$ cat src/rtl/instruction_encoder.sv
//------------------------------------------------------------------------------
// Module      : instruction_encoder
// Description : Encodes MIPS-style mnemonics into 32-bit words, queues them in
//               a 4-entry FIFO and writes them to sequential memory addresses.
//               Define FPU_INSTR_EN to enable ADD.S/SUB.S/LWC1/SWC1 (ops 16-19).
// Revision    : 1.0 - initial release
//------------------------------------------------------------------------------
`default_nettype none

module instruction_encoder (
    input  logic        clk,
    input  logic        rst_n,
    input  logic        in_valid,
    output logic        in_ready,
    input  logic [4:0]  in_op,
    input  logic [4:0]  in_rs,
    input  logic [4:0]  in_rt,
    input  logic [4:0]  in_rd,
    input  logic [15:0] in_imm,
    input  logic [25:0] in_target,
    input  logic        addr_load,
    input  logic [31:0] addr_value,
    output logic        im_we,
    output logic [31:0] im_addr,
    output logic [31:0] im_wdata,
    input  logic        im_ack,
    output logic [2:0]  count,
    output logic        err,
    input  logic        err_clr
);

    localparam logic [4:0] c_op_add   = 5'd0;
    localparam logic [4:0] c_op_sub   = 5'd1;
    localparam logic [4:0] c_op_slt   = 5'd2;
    localparam logic [4:0] c_op_jr    = 5'd3;
    localparam logic [4:0] c_op_mult  = 5'd4;
    localparam logic [4:0] c_op_mfhi  = 5'd5;
    localparam logic [4:0] c_op_mflo  = 5'd6;
    localparam logic [4:0] c_op_lw    = 5'd7;
    localparam logic [4:0] c_op_sw    = 5'd8;
    localparam logic [4:0] c_op_beq   = 5'd9;
    localparam logic [4:0] c_op_bne   = 5'd10;
    localparam logic [4:0] c_op_addi  = 5'd11;
    localparam logic [4:0] c_op_xori  = 5'd12;
    localparam logic [4:0] c_op_j     = 5'd13;
    localparam logic [4:0] c_op_jal   = 5'd14;
`ifdef FPU_INSTR_EN
    localparam logic [4:0] c_op_adds  = 5'd16;
    localparam logic [4:0] c_op_subs  = 5'd17;
    localparam logic [4:0] c_op_lwc1  = 5'd18;
    localparam logic [4:0] c_op_swc1  = 5'd19;
`endif
    localparam logic [2:0] c_depth    = 3'd4;

    function automatic logic [31:0] rtype(input logic [4:0] rs, input logic [4:0] rt,
                                          input logic [4:0] rd, input logic [5:0] funct);
        return {6'h00, rs, rt, rd, 5'b00000, funct};
    endfunction

    function automatic logic [31:0] itype(input logic [5:0] opc, input logic [4:0] rs,
                                          input logic [4:0] rt, input logic [15:0] imm);
        return {opc, rs, rt, imm};
    endfunction

    logic        w_legal;
    logic [31:0] w_word;
    logic        w_accept;
    logic        w_push;
    logic        w_pop;

    logic [31:0] r_mem [0:3];
    logic [1:0]  r_wr_ptr;
    logic [1:0]  r_rd_ptr;
    logic [2:0]  r_count;
    logic [31:0] r_addr;
    logic        r_err;

    always_comb begin
        w_legal = 1'b1;
        w_word  = 32'h0000_0000;
        case (in_op)
            c_op_add:  w_word = rtype(in_rs, in_rt, in_rd, 6'h20);
            c_op_sub:  w_word = rtype(in_rs, in_rt, in_rd, 6'h22);
            c_op_slt:  w_word = rtype(in_rs, in_rt, in_rd, 6'h2a);
            c_op_jr:   w_word = rtype(in_rs, 5'd0, 5'd0, 6'h08);
            c_op_mult: w_word = rtype(in_rs, in_rt, 5'd0, 6'h18);
            c_op_mfhi: w_word = rtype(5'd0, 5'd0, in_rd, 6'h10);
            c_op_mflo: w_word = rtype(5'd0, 5'd0, in_rd, 6'h12);
            c_op_lw:   w_word = itype(6'h23, in_rs, in_rt, in_imm);
            c_op_sw:   w_word = itype(6'h2b, in_rs, in_rt, in_imm);
            c_op_beq:  w_word = itype(6'h04, in_rs, in_rt, in_imm);
            c_op_bne:  w_word = itype(6'h05, in_rs, in_rt, in_imm);
            c_op_addi: w_word = itype(6'h08, in_rs, in_rt, in_imm);
            c_op_xori: w_word = itype(6'h0e, in_rs, in_rt, in_imm);
            c_op_j:    w_word = {6'h02, in_target};
            c_op_jal:  w_word = {6'h03, in_target};
`ifdef FPU_INSTR_EN
            // COP1 format: ft comes from in_rt, fs from in_rs, fd from in_rd
            c_op_adds: w_word = {6'h11, 5'h10, in_rt, in_rs, in_rd, 6'h00};
            c_op_subs: w_word = {6'h11, 5'h10, in_rt, in_rs, in_rd, 6'h01};
            c_op_lwc1: w_word = itype(6'h31, in_rs, in_rt, in_imm);
            c_op_swc1: w_word = itype(6'h39, in_rs, in_rt, in_imm);
`endif
            default:   w_legal = 1'b0;
        endcase
    end

    assign in_ready = (r_count != c_depth);
    assign w_accept = in_valid & in_ready;
    assign w_push   = w_accept & w_legal;
    assign im_we    = (r_count != 3'd0);
    assign w_pop    = im_we & im_ack;

    always_ff @(posedge clk) begin
        if (w_push) begin
            r_mem[r_wr_ptr] <= w_word;
        end
    end

    always_ff @(posedge clk or negedge rst_n) begin
        if (!rst_n) begin
            r_wr_ptr <= 2'd0;
            r_rd_ptr <= 2'd0;
            r_count  <= 3'd0;
        end else begin
            if (w_push) begin
                r_wr_ptr <= r_wr_ptr + 2'd1;
            end
            if (w_pop) begin
                r_rd_ptr <= r_rd_ptr + 2'd1;
            end
            if (w_push && !w_pop) begin
                r_count <= r_count + 3'd1;
            end else if (w_pop && !w_push) begin
                r_count <= r_count - 3'd1;
            end
        end
    end

    always_ff @(posedge clk or negedge rst_n) begin
        if (!rst_n) begin
            r_addr <= 32'h0000_0000;
        end else if (addr_load) begin
            r_addr <= {addr_value[31:2], 2'b00};
        end else if (w_pop) begin
            r_addr <= r_addr + 32'd4;
        end
    end

    // Setting on an illegal accept outranks a simultaneous clear
    always_ff @(posedge clk or negedge rst_n) begin
        if (!rst_n) begin
            r_err <= 1'b0;
        end else if (w_accept && !w_legal) begin
            r_err <= 1'b1;
        end else if (err_clr) begin
            r_err <= 1'b0;
        end
    end

    // Empty FIFO drives zero so stale entries never appear on the bus
    assign im_wdata = im_we ? r_mem[r_rd_ptr] : 32'h0000_0000;
    assign im_addr  = r_addr;
    assign count    = r_count;
    assign err      = r_err;

endmodule

`default_nettype wire

$ cat config.mk
export PLATFORM = sky130hd
export DESIGN_NAME = instruction_encoder
export DESIGN_NICKNAME = d
export VERILOG_FILES = /design/src/rtl/instruction_encoder.sv
export SDC_FILE = /design/constraint.sdc
export NUM_CORES = 1
export LEC_CHECK = 0
export ABC_CLOCK_PERIOD_IN_PS = 3200
export BUFFER_PORTS_ARGS = -buffer_cell sky130_fd_sc_hd__buf_2
export CAP_MARGIN = 20
export CORE_MARGIN = 3
export CORE_UTILIZATION = 50
export CTS_CLUSTER_SIZE = 12
export DETAILED_ROUTE_END_ITERATION = 12
export PLACE_DENSITY = 0.72
export SYNTH_ARGS = -nofsm -noshare
export SYNTH_HDL_FRONTEND = slang
export SYNTH_SLANG_ARGS = --single-unit
$ cat constraint.sdc
create_clock -name clk -period 3.2 [get_ports clk]
set_input_delay 0.48 -clock clk [delete_from_list [all_inputs] [get_ports clk]]
set_output_delay 0.48 -clock clk [all_outputs]
set_load 0.01 [all_outputs]
==> results_tabular.tex <==
\begin{tabular}{lr}
\hline
Metric & Value \\
\hline
\multicolumn{2}{l}{\textbf{Placed design}} \\
Final HPWL from detailed placement & 10950 um \\
Weighted congestion at the end of routability-driven global placement & 0.8627 \\
Count of buffers from port buffering & 164 \\
Placed cell areas & 8572 um2 \\
\multicolumn{2}{l}{\textbf{Critical path}} \\
CP max stage cell & sky130\_fd\_sc\_hd\_\_mux4\_2 \\
Critical path capture point type & primary output \\
Series of cell instances along the critical path & buf\_12 -> mux4\_2 -> nor2b\_1 -> buf\_2 \\
End of the worst register-to-register path & im\_addr[24]\$\_DFFE\_PN0N\_ \\
Largest delay share family, worst path & multiplexers \\
Cell depth of the worst flop-to-flop path & 6 \\
Crit path largest cell delay & 570 ps \\
Reg2Reg Setup Slack & 750 ps \\
Critical path startpoint category & register \\
Path type of the worst setup path & register to primary output \\
Bufs and invs on worst path & 2 \\
Reg-to-reg startpoint & count[0]\$\_DFFE\_PN0P\_ \\
Source of the critical timing path & r\_rd\_ptr[0]\$\_DFFE\_PN0P\_ \\
Largest fanout of any net on the critical path & 31 \\
Data arrival time at the worst-slack endpoint & 2000 ps \\
Worst EP required & 2720 ps \\
\multicolumn{2}{l}{\textbf{STA}} \\
Endpoints failing setup & 0 \\
Sum of negative setup slack & 0 ps \\
Headroom to the max-slew limit & 0.4194 \\
Worst-margin pin slew & 870.9 ps \\
Fin. Hold Viols & 0 \\
RSZ-0062 raised after global routing & no \\
Post-layout min period & 2484 ps \\
Fin crit share & 0.7763 \\
Upper clock frequency limit & 0.4025 GHz \\
Count of final max-slew check failures & 0 \\
Setup Skew & 8.215 ps \\
\multicolumn{2}{l}{\textbf{Clocking}} \\
H-Tree Level Count & 4 \\
CTS clk-pin slew, worst paths & 60 ps \\
Clock Root Buffer & sky130\_fd\_sc\_hd\_\_clkbuf\_16 \\
Clk Latency, worst-skew pair & 420 ps \\
Hold buffer count at cts & 0 \\
Clock tree from TritonCTS & built \\
Max clock buf depth & 2 \\
Count of clock tree sinks & 162 \\
Post-cts resize count & 0 \\
Postcts setup bufs & 0 \\
Number of CTS-inserted buffers & 17 \\
\multicolumn{2}{l}{\textbf{Floorplanning}} \\
Area of the core & 14640 um2 \\
Number of placement rows & 44 \\
Die span in y & 129.0 um \\
Die ar. & 16640 um2 \\
Initial Utilization & 0.5167 \\
I/O pin cnt & 170 \\
Width of the die & 129.0 um \\
\multicolumn{2}{l}{\textbf{Yosys}} \\
Share of the yosys chip area belonging to registers & 0.6178 \\
Mean cell area of the mapped netlist & 13.83 um2 \\
Post-synthesis cell area & 7566 um2 \\
Number of flops mapped to enable cells by yosys & 124 \\
Synth cell types & 56 \\
\#FFs+latches synth & 162 \\
Gate Count Post-Synth & 547 \\
Dominant register cell in the synthesized netlist & sky130\_fd\_sc\_hd\_\_edfxtp\_1 \\
Number of warnings issued by yosys & 0 \\
Async set-or-reset flop fraction in the synthesized netlist & 0.2346 \\
\multicolumn{2}{l}{\textbf{Power and ir drop}} \\
Cell leakage power & 0.003502 uW \\
Total power density per cell area & 731.7 nW/um2 \\
Worst-case vdd ir drop & 426.5 uV \\
\multicolumn{2}{l}{\textbf{Routing}} \\
Vias per Instance & 5.793 \\
1st-iter DRT viols & 244 \\
Overall via count from detail\_route & 5237 \\
Number of routed nets with antenna violations & 0 \\
Total Routed Length & 17070 um \\
First-pass DRT Iterations & 5 \\
DRC viols & 0 \\
Detail-routed net length per standard cell & 18.88 um \\
\multicolumn{2}{l}{\textbf{Hold path}} \\
Min-Delay Path Class & input pin to async pin \\
\multicolumn{2}{l}{\textbf{GRT}} \\
Global router's overall resource usage & 0.2102 \\
Largest net degree at the start of global routing & 39 \\
Most congested layer reported by global routing & met2 \\
First-pass GRT wire length & 26700 um \\
GRT met2 Usage & 0.3598 \\
Grt ovf & 0 \\
Initial antenna violation count & 0 \\
Met3 track demand over resource & 0.04328 \\
Met1 track utilization from global routing & 0.2606 \\
Via count of the first global-routing pass & 5299 \\
\multicolumn{2}{l}{\textbf{Layout}} \\
Most common library cell in the layout ignoring fill and taps & sky130\_fd\_sc\_hd\_\_buf\_2 \\
Commonest non-fill, non-tap cells in the layout & sky130\_fd\_sc\_hd\_\_buf\_2, sky130\_fd\_sc\_hd\_\_edfxtp\_1, sky130\_fd\_sc\_hd\_\_dfrtp\_1 \\
Number of nets in the layout & 814 \\
Final design area excluding fillers & 9126 um2 \\
Share of cells above drive strength 1 & 0.3486 \\
Post-synthesis to final-layout area growth & 20.62\% \\
ANT cells & 0 \\
\multicolumn{2}{l}{\textbf{Run}} \\
Count of max-cap constraint violations & 0 \\
\multicolumn{2}{l}{\textbf{Status}} \\
Run status & completed \\
\hline
\end{tabular}
[layer usage]
layer,up-vias,share of wire
met5,-,0
met1,2563,0.41
met2,203,0.51
met3,32,0.061
met4,0,0.024
li1,2439,-
[state kept, by name, indices dropped and copies added, names as in the netlist]
| register | cells |
|---|---|
| count | 3 |
| err | 1 |
| im_addr | 30 |
| r_mem | 124 |
| r_rd_ptr | 2 |
| r_wr_ptr | 2 |
[final cells by class]
class	instances	area, um2
clock buffer	21	440.4
clock inverter	11	113.9
tap	184	230.2
sequential	162	4676
fill	1115	5518
multi-input combinational	340	2705
inverter	10	37.54
timing repair buffer	176	923.4
[metrics by stage]
step / total power [uW] / instances / setup slack [ps] / utilization / hold slack (ps)
finish: 6678 / 904 / 715.8 / 0.6232 / 171.4
global route: 7021 / 904 / 631.8 / 0.6232 / 237.2
CTS: 6755 / 904 / 681.8 / 0.6232 / 199.6
detailed placement: 4841 / 872 / 702.7 / 0.5854 / 476.2
global placement: 4789 / 872 / 767.5 / 0.5854 / 465.3
floorplan: 4067 / 549 / 774.5 / - / 184.4
[cell families after synthesis]
logic type,synth area share
AND/OR/NAND/NOR,0.1260
other,0.0004956
multiplexers,0.09806
flip-flops,0.6178
adder cells (fa/ha/maj),0.01257
XOR/XNOR,0.01968
AO/OA/AOI/OAI,0.09757
buffers and inverters,0.02778
[synth_stat cells, types with 6 or more instances]
| master | count | area, um2 |
|---|---|---|
| sky130_fd_sc_hd__edfxtp_1 | 124 | 3724 |
| sky130_fd_sc_hd__dfrtp_1 | 38 | 950.9 |
| sky130_fd_sc_hd__nor2b_1 | 33 | 206.5 |
| sky130_fd_sc_hd__nand2_1 | 32 | 120.1 |
| sky130_fd_sc_hd__mux4_2 | 31 | 698.2 |
| sky130_fd_sc_hd__clkbuf_1 | 25 | 93.84 |
| sky130_fd_sc_hd__nor2_1 | 25 | 93.84 |
| sky130_fd_sc_hd__a22o_1 | 23 | 201.4 |
| sky130_fd_sc_hd__o21ai_0 | 19 | 95.09 |
| sky130_fd_sc_hd__a31oi_1 | 18 | 112.6 |
| sky130_fd_sc_hd__nand3_1 | 16 | 80.08 |
| sky130_fd_sc_hd__xnor2_1 | 13 | 113.9 |
| sky130_fd_sc_hd__o31ai_1 | 12 | 90.09 |
| sky130_fd_sc_hd__or4_1 | 12 | 90.09 |
| sky130_fd_sc_hd__a21oi_1 | 10 | 50.05 |
| sky130_fd_sc_hd__nand4_1 | 10 | 62.56 |
| sky130_fd_sc_hd__inv_1 | 8 | 30.03 |
| sky130_fd_sc_hd__nor3_1 | 7 | 35.03 |
| sky130_fd_sc_hd__and3_1 | 6 | 37.54 |
| sky130_fd_sc_hd__buf_1 | 6 | 22.52 |
| sky130_fd_sc_hd__ha_1 | 6 | 75.07 |
| sky130_fd_sc_hd__nor4_1 | 6 | 37.54 |
[where the power goes]
part	total (uW)	internal (uW)	switching, uW
clock	1900	1140	765
sequential	2710	2540	163
combinational	2070	990	1080
total	6680	4670	2010
[worst max-delay path by stage]
stage	end	slack, ps	cells after the start
finish	im_wdata[19]	720	4
global placement	im_addr[27]$_DFFE_PN0N_	770	7
global route	im_wdata[19]	630	4
floorplan	r_mem[0][0]$_DFFE_PP_	770	5
CTS	im_wdata[19]	680	4
detailed placement	im_addr[25]$_DFFE_PN0N_	700	7
(Power assumes the default switching activity.)
